$ cat config.mk
export PLATFORM = sky130hd
export DESIGN_NAME = genius_level_ctrl
export DESIGN_NICKNAME = d
export VERILOG_FILES = /design/src/rtl/genius_level_ctrl.sv
export SDC_FILE = /design/constraint.sdc
export NUM_CORES = 1
export LEC_CHECK = 0
export BUFFER_PORTS_ARGS = -buffer_cell sky130_fd_sc_hd__buf_2
export CORE_MARGIN = 8
export CORE_UTILIZATION = 62
export DETAILED_ROUTE_END_ITERATION = 12
export PLACE_DENSITY = 0.86
export SLEW_MARGIN = 20
export SYNTH_ARGS = -nofsm -noshare
export SYNTH_HDL_FRONTEND = slang
export SYNTH_SLANG_ARGS = --single-unit
$ cat constraint.sdc
create_clock -name i_clk -period 2.9 [get_ports i_clk]
set_input_delay 0.29 -clock i_clk [delete_from_list [all_inputs] [get_ports i_clk]]
set_output_delay 0.29 -clock i_clk [all_outputs]
set_load 0.05 [all_outputs]
$ cat src/rtl/genius_level_ctrl.sv
// Purpose: game-level sequencer; counts rounds and steps the 2-bit speed select only just after a speed-clock rise or a timeout.
// Latency: outputs registered, 1 CLK from START/ROUND_OK/ROUND_FAIL; speed-clock rise reaches LEVEL in 2-3 CLK via sync + edge detect.
// Backpressure: none; pulses are acted on in the cycle they arrive, OK pulses that land in PEND/IDLE/WIN are dropped.
module genius_level_ctrl #(
    parameter int ROUNDS_PER_LEVEL = 4,
    parameter int SW_TIMEOUT       = 255,
    parameter int CNT_W            = 8
) (
    input  logic             i_clk,
    input  logic             i_rst_n,
    input  logic             i_start,
    input  logic             i_round_ok,
    input  logic             i_round_fail,
    input  logic             i_clkhz_in,
    output logic [1:0]       o_level,
    output logic             o_level_chg,
    output logic [CNT_W-1:0] o_round_cnt,
    output logic             o_active,
    output logic             o_game_win
);

    typedef enum logic [1:0] {
        S_IDLE = 2'd0,
        S_PLAY = 2'd1,
        S_PEND = 2'd2,
        S_WIN  = 2'd3
    } state_t;

    localparam logic [CNT_W-1:0] RND_LAST = CNT_W'(ROUNDS_PER_LEVEL - 1);
    localparam logic [CNT_W-1:0] TMO_MAX  = CNT_W'(SW_TIMEOUT);

    state_t           r_state;
    logic [1:0]       r_level;
    logic [1:0]       r_next_level;
    logic             r_level_chg;
    logic [CNT_W-1:0] r_round_cnt;
    logic [CNT_W-1:0] r_tmo_cnt;
    logic             r_active;
    logic             r_game_win;
    logic             r_sync1;
    logic             r_sync2;
    logic             r_sync3;

    logic             w_edge;
    logic             w_tmo_done;
    logic             w_last_round;

    // Bring the asynchronous speed clock into the CLK domain and keep one extra stage for edge detect
    always_ff @(posedge i_clk or negedge i_rst_n) begin
        if (!i_rst_n) begin
            r_sync1 <= 1'b0;
            r_sync2 <= 1'b0;
            r_sync3 <= 1'b0;
        end else begin
            r_sync1 <= i_clkhz_in;
            r_sync2 <= r_sync1;
            r_sync3 <= r_sync2;
        end
    end

    assign w_edge       = r_sync2 & ~r_sync3;
    assign w_tmo_done   = (r_tmo_cnt == TMO_MAX);
    assign w_last_round = (r_round_cnt == RND_LAST);

    // Game sequencer; START beats FAIL beats OK, and every output is a flop set alongside the state
    always_ff @(posedge i_clk or negedge i_rst_n) begin
        if (!i_rst_n) begin
            r_state      <= S_IDLE;
            r_level      <= 2'b00;
            r_next_level <= 2'b00;
            r_level_chg  <= 1'b0;
            r_round_cnt  <= '0;
            r_tmo_cnt    <= '0;
            r_active     <= 1'b0;
            r_game_win   <= 1'b0;
        end else begin
            r_level_chg <= 1'b0;
            if (i_start) begin
                // Restart from any state; a pending level change is simply forgotten
                r_state     <= S_PLAY;
                r_level     <= 2'b00;
                r_level_chg <= (r_level != 2'b00);
                r_round_cnt <= '0;
                r_tmo_cnt   <= '0;
                r_active    <= 1'b1;
                r_game_win  <= 1'b0;
            end else begin
                case (r_state)
                    S_PLAY: begin
                        if (i_round_fail) begin
                            r_state     <= S_IDLE;
                            r_level     <= 2'b00;
                            r_level_chg <= (r_level != 2'b00);
                            r_round_cnt <= '0;
                            r_active    <= 1'b0;
                        end else if (i_round_ok) begin
                            if (w_last_round) begin
                                r_round_cnt <= '0;
                                if (r_level == 2'b11) begin
                                    r_state    <= S_WIN;
                                    r_active   <= 1'b0;
                                    r_game_win <= 1'b1;
                                end else begin
                                    // Hold the new level back until the speed clock is between pulses
                                    r_next_level <= r_level + 2'd1;
                                    r_tmo_cnt    <= '0;
                                    r_state      <= S_PEND;
                                end
                            end else begin
                                r_round_cnt <= r_round_cnt + 1'b1;
                            end
                        end
                    end
                    S_PEND: begin
                        if (i_round_fail) begin
                            r_state     <= S_IDLE;
                            r_level     <= 2'b00;
                            r_level_chg <= (r_level != 2'b00);
                            r_round_cnt <= '0;
                            r_tmo_cnt   <= '0;
                            r_active    <= 1'b0;
                        end else if (w_edge || w_tmo_done) begin
                            r_level     <= r_next_level;
                            r_level_chg <= 1'b1;
                            r_tmo_cnt   <= '0;
                            r_state     <= S_PLAY;
                        end else begin
                            r_tmo_cnt <= r_tmo_cnt + 1'b1;
                        end
                    end
                    S_WIN: begin
                        r_level    <= 2'b11;
                        r_game_win <= 1'b1;
                    end
                    default: begin
                        r_active   <= 1'b0;
                        r_game_win <= 1'b0;
                    end
                endcase
            end
        end
    end

    assign o_level     = r_level;
    assign o_level_chg = r_level_chg;
    assign o_round_cnt = r_round_cnt;
    assign o_active    = r_active;
    assign o_game_win  = r_game_win;

endmodule

==> impl_metrics.toml, run 1 <==
[critical_path]
start_kind = "flop"
crit_arrival_ns = 2.57
end_kind = "flop"
r2r_end = "r_tmo_cnt[6]"
ff2ff_path_depth = 5
required_ns = 3.08
r2r-start = "o_round_cnt[0]"
rrSetupSlack_ns = 0.51
path_class = "flop to flop"
critPathMaxFanout = 7

[synth]
synthesis.nets = 182
synth.distinct_cells = 49
synth_seq_cells = 28
netlist_top_cells_area = "dfrtp_1 (42%), ha_1 (5.3%), o21ai_0 (2.7%)"
synth_top_area_frac = 0.423
syn_inst = 169
postSynth.asyncResetShare = 1.00
synth_edf_count = 0
synthTopCellsByCount = "dfrtp_1 (28), nand2_1 (12), inv_1 (11)"
yosys_warnings = 0
syn_area_um2 = 1660
ys.flop_type = "dfrtp_1"
yosysSeqAreaShare = 0.423
avgSynthCellArea_um2 = 9.79
synth_top_area_cell = "dfrtp_1"
yosysMostFrequentCell = "dfrtp_1"

[clock_network]
clk_pin_slew_ns = 0.15
cts.sink_count = 28
cts_tree = "yes"
htreeDepth = 1
post_cts_buffers = 0
cts_root_buffer = "clkbuf_4"
insertion_delay_ns = 0.33
clk_path_buf_depth = 2
cts_buffers = 3

[finish]
n_fill_cell = 177
final_cells = 219
drive_gt1_frac = 0.201
regArea_um2 = 701
area_growth_pct = 10.7
num_antenna_cells = 0
multi_input_area_um2 = 893
nets = 203

[place]
hpwl_mm = 2.77
placed_cells = 214
place_congestion = 0.926
io_buffers = 18

[power]
peakVddDrop_v = 0.000510
internal-power_uw = 704
combPwrFrac = 0.367
seq_power_share = 0.409
power_density_nw_per_um2 = 624
p_clk_frac = 0.224
swShare = 0.384
p_sw_uw = 439
leakage_uw = 0.000823

[worst_hold_path]
min_to = "r_sync1"
hold_class = "input port to flop"
min_from = "i_clkhz_in"
hold_depth = 1

[global_route]
use_met1 = 0.221
overflow = 0
use_met2 = 0.273
grt_max_degree = 29
grt_pass1_vias = 1380
top_usage_layer = "met2"
antenna_found_initial = 0
grt_use_total = 0.169
grt_pass1_wl_mm = 6.15
use_met3 = 0.0397

[die]
fp.coreArea_um2 = 2500
dieHeight_um = 67.7
die-area_um2 = 4580
die_x_um = 67.7
boundaryPins = 19
std_cell_rows = 18
initial_core_util = 0.662

[routing]
antenna_left = 0
drt-pass1-iter-count = 4
wl_mm = 3.73
num_vias = 1421
dr.first_iter.drc_count = 126
route.detailed.drc = 0
wl_per_cell_um = 17.1
viasPerCell = 6.49

[timing]
period_share = 0.824
hold_viol = 0
finalSetupViolCount = 0
rsz0062_at_grt = "no"
final.setup.tns_ns = 0
fin_skew_ns = 0.00495
slew_viol_final = 0
post-route-min-period_ns = 2.39
max-slew-margin-rel = 0.318
max_freq_ghz = 0.419
tightest_slew_ns = 1.02

[status]
outcome = "finished, final reports clean"

[run]
drv_cap = 0
power groups by stage:
stage	Sequential, µW	Clock, µW	Combinational, µW
global placement	469	0	397
floorplan	556	0	228
finish	467	256	420
detailed placement	475	0	409
CTS	467	259	415
global route	473	276	455
worst max-delay path by stage:
stage / slack [ns] / from / cells past startpoint / to
5_1_grt: 0.36 / o_round_cnt[0] / 5 / r_tmo_cnt[6]
3_5_place_dp: 0.38 / r_state[0] / 6 / o_round_cnt[6]
2_1_floorplan: 0.70 / o_round_cnt[0] / 5 / r_next_level[0]
4_1_cts: 0.35 / r_state[0] / 6 / o_round_cnt[6]
3_3_place_gp: 0.56 / r_state[0] / 7 / o_round_cnt[2]
6_report: 0.51 / o_round_cnt[0] / 5 / r_tmo_cnt[6]
worst max-delay path, cell delays in order (launching register included):
cell,delay [ns]
dfrtp_1,0.47
ha_1,0.32
and4bb_2,0.27
and2_4,0.16
a211oi_1,0.81
o22ai_1,0.21
per-layer routing:
metal	up-vias	wire [µm]
met2	51	1810
met3	2	253
met5	-	0
met4	0	13
li1	684	-
met1	684	1650
stage by stage:
stage	total power, µW	setup slack (ns)	hold slack, ns	instance area [µm²]	utilization
floorplan	783	0.703	-0.00559	1660	-
global placement	866	0.563	0.330	1770	0.706
detailed placement	884	0.380	0.335	1770	0.706
CTS	1140	0.354	0.0575	1830	0.731
global route	1200	0.357	0.0341	1830	0.733
finish	1140	0.511	0.0607	1830	0.733
registers in the layout, summed over array words and instances, names as in the netlist:
| register | cells |
|---|---|
| o_level_chg | 1 |
| o_round_cnt | 8 |
| r_tmo_cnt | 8 |
| r_sync2 | 1 |
| r_state | 2 |
| r_sync1 | 1 |
| o_level | 2 |
| r_sync3 | 1 |
| o_active | 1 |
| o_game_win | 1 |
| r_next_level | 2 |
what timing repair did:
action | CTS | global route
endpoints found under the hold margin | 28 | 0
gates resized for setup | 0 | 0
hold buffers | 1 | 0
cells by family after synthesis:
logic type | synth area share
adders and majority gates | 0.0529
buffers and inverters | 0.0401
DFF | 0.423
AOI/OAI and AO/OA | 0.219
muxes | 0.0325
and+or+nand+nor | 0.232
placed cells by master (no fill, tap or decap), types with 2 or more instances in the layout:
| cell type | n |
|---|---|
| dfrtp_1 | 28 |
| buf_2 | 18 |
| nand2_1 | 12 |
| inv_1 | 11 |
| nor2_1 | 10 |
| o21ai_0 | 9 |
| nand3_1 | 8 |
| a21oi_1 | 8 |
| ha_1 | 7 |
| a32oi_1 | 5 |
| nor3_1 | 4 |
| or4_1 | 4 |
| nand4_1 | 3 |
| nor2b_1 | 3 |
| o31ai_1 | 3 |
| mux2_2 | 3 |
| o41ai_1 | 3 |
| o2bb2ai_1 | 3 |
| clkbuf_4 | 3 |
| a211oi_1 | 2 |
| or3_1 | 2 |
| o21a_1 | 2 |
| nand2b_1 | 2 |
| or2_2 | 2 |
| o22ai_1 | 2 |
| and2_1 | 2 |
| and3_1 | 2 |
| a31o_2 | 2 |
| mux2i_1 | 2 |
cell type report:
class | count | area share
Timing Repair Buffer | 20 | 0.0587
Multi-Input combinational cell | 126 | 0.487
Inverter | 11 | 0.0225
Sequential cell | 28 | 0.382
Clock inverter | 1 | 0.0164
Clock buffer | 3 | 0.0123
Tap cell | 30 | 0.0205
(Power assumes the default switching activity.)
==> run 2: changes to the inputs <==
--- a/config.mk
+++ b/config.mk
@@ -7,9 +7,9 @@
 export LEC_CHECK = 0
 export BUFFER_PORTS_ARGS = -buffer_cell sky130_fd_sc_hd__buf_2
 export CORE_MARGIN = 8
-export CORE_UTILIZATION = 62
+export CORE_UTILIZATION = 52
 export DETAILED_ROUTE_END_ITERATION = 12
-export PLACE_DENSITY = 0.86
+export PLACE_DENSITY = 0.77
 export SLEW_MARGIN = 20
 export SYNTH_ARGS = -nofsm -noshare
 export SYNTH_HDL_FRONTEND = slang
==> constraint.sdc (replaced) <==
create_clock -name i_clk -period 2.12 [get_ports i_clk]
set_input_delay 0.212 -clock i_clk [delete_from_list [all_inputs] [get_ports i_clk]]
set_output_delay 0.212 -clock i_clk [all_outputs]
set_load 0.05 [all_outputs]
==> run 2 against run 1 <==
Against the previous run:
- die area grew 15%
- routed wire length is 3.8% higher
- critical path depth up 1
- global-route usage shrank 1.1 points
- clock skew is 0.0041 ns higher
==> impl_metrics.toml, run 2 (synthesis gave the netlist of run 1 again) <==
[critical_path]
path_class = "flop to flop"
required_ns = 2.39
critPathTopFamily = "simple AND/OR/NAND/NOR gates"
start_kind = "flop"
end_kind = "flop"
critPathMaxFanout = 10
crit_chain = "ha_1, buf_4, or3_4, a31oi_4, or4b_1, o21ai_1"
crit_arrival_ns = 2.30
timing.critical_path.slowest_stage_cell = "or4b_1"
crit_buf_inv = 1
max_stage_delay_ns = 0.45

[global_route]
top_usage_layer = "met2"
use_met3 = 0.0275
antenna_found_initial = 0
use_met2 = 0.256
grt_use_total = 0.159
overflow = 0
grt_pass1_wl_mm = 6.76
grt_pass1_vias = 1432
use_met1 = 0.209
grt_max_degree = 29

[power]
leakage_uw = 0.000883
peakVddDrop_v = 0.000651
power_density_nw_per_um2 = 837

[routing]
num_vias = 1472
drt-pass1-iter-count = 4
viasPerCell = 5.98
wl_per_cell_um = 15.8
antenna_left = 0
dr.first_iter.drc_count = 127
wl_mm = 3.88
route.detailed.drc = 0

[finish]
final_common_cell = "dfrtp_1"
num_antenna_cells = 0
nets = 216
n_fill_cell = 257
mostFrequentLayoutCells = "dfrtp_1 (26), buf_2 (18), buf_4 (13)"
area_growth_pct = 18.7
drive_gt1_frac = 0.262
design_area_um2 = 1960

[place]
io_buffers = 18
hpwl_mm = 2.82
placed_area_um2 = 1860
place_congestion = 0.839

[timing]
period_share = 0.956
fin_skew_ns = 0.00905
max-slew-margin-rel = 0.590
slew_viol_final = 0
tightest_slew_ns = 0.615
hold_viol = 0
finalSetupViolCount = 0
max_freq_ghz = 0.493
final.setup.tns_ns = 0
rsz0062_at_grt = "no"
post-route-min-period_ns = 2.03

[status]
outcome = "finished, final reports clean"

[clock_network]
insertion_delay_ns = 0.33
cts_tree = "yes"
cts_buffers = 3
clk_pin_slew_ns = 0.15
htreeDepth = 1
clk_path_buf_depth = 2
cts_root_buffer = "clkbuf_4"
cts.sink_count = 28

[die]
initial_core_util = 0.542
die_x_um = 72.4
dieHeight_um = 72.4
fp.coreArea_um2 = 3050
std_cell_rows = 20
boundaryPins = 19
die-area_um2 = 5240

[worst_hold_path]
hold_class = "input port to flop"

[run]
drv_cap = 0
## run 2: cell types whose count changed in the layout (fill, tap and decap cells not counted)
cell,before,now
dfrtp_1,28,26
o31ai_4,0,1
o21ai_1,1,2
buf_4,1,13
dfrtp_2,0,2
ha_1,7,6
o21ai_0,9,8
dlygate4sd3_1,1,2
ha_2,0,1
o31ai_2,1,0
## run 2: area by class of cell
class / instances / area (µm²) / area share
clock buffer: 3 / 22.5 / 0.0115
clock inverter: 1 / 30.0 / 0.0153
inverter: 11 / 41.3 / 0.0210
multi-input combinational: 126 / 905 / 0.461
sequential: 28 / 703 / 0.358
tap: 44 / 55.1 / 0.0280
timing repair buffer: 33 / 208 / 0.106
## run 2: worst reg2reg max path, stage by stage, from the launching register on
cell and delay (ns):
dfrtp_1 0.42, ha_1 0.20, buf_4 0.17, or3_4 0.40
a31oi_4 0.25, or4b_1 0.45, o21ai_1 0.08
## run 2: worst paths after layout
check	start	endpoint	slack (ns)	depth (start not counted)
max	r_state[1]	o_round_cnt[4]	0.09	6
min in group asynchronous	i_rst_n	r_tmo_cnt[5]	0.40	2
min	i_start	o_game_win	0.29	3
max reg2reg	r_state[1]	o_round_cnt[4]	0.09	6
min reg2reg	r_sync1	r_sync2	0.37	0
max in group asynchronous	i_rst_n	o_round_cnt[1]	1.29	2
## run 2: per-stage QoR
| step | hold WS [ns] | worst slack [ns] | power, µW | std cells | util |
|---|---|---|---|---|---|
| 2_1_floorplan | -0.0836 | 0.0728 | 1070 | 169 | - |
| 3_3_place_gp | 0.261 | 0.0103 | 1240 | 238 | 0.609 |
| 3_5_place_dp | 0.263 | -0.137 | 1270 | 238 | 0.609 |
| 4_1_cts | 0.250 | 0.0825 | 1630 | 244 | 0.635 |
| 5_1_grt | 0.266 | 0.0000115 | 1750 | 246 | 0.643 |
| 6_report | 0.292 | 0.0934 | 1640 | 246 | 0.643 |
## run 2: metal layers
| layer | up-vias | wire (µm) | part of all wire |
|---|---|---|---|
| li1 | 706 | - | - |
| met2 | 52 | 1920 | 0.50 |
| met4 | 0 | 15 | 0.0039 |
| met1 | 712 | 1730 | 0.45 |
| met3 | 2 | 206 | 0.053 |
| met5 | - | 0 | 0 |
## run 2: timing repair
item / 4_1_cts / 5_1_grt
gates resized for setup: 1 / 3
setup endpoints to repair: 6 / 5
buffers inserted: 0 / 2
endpoints found under the hold margin: 29 / 0
hold buffers: 2 / 0
## run 2: where the power goes
part	total [µW]	leakage, µW	internal (µW)	switching (µW)
combinational	666	0.000483	240	426
clock	348	0.0000279	191	157
sequential	630	0.000373	591	39.2
total	1640	0.000883	1020	622
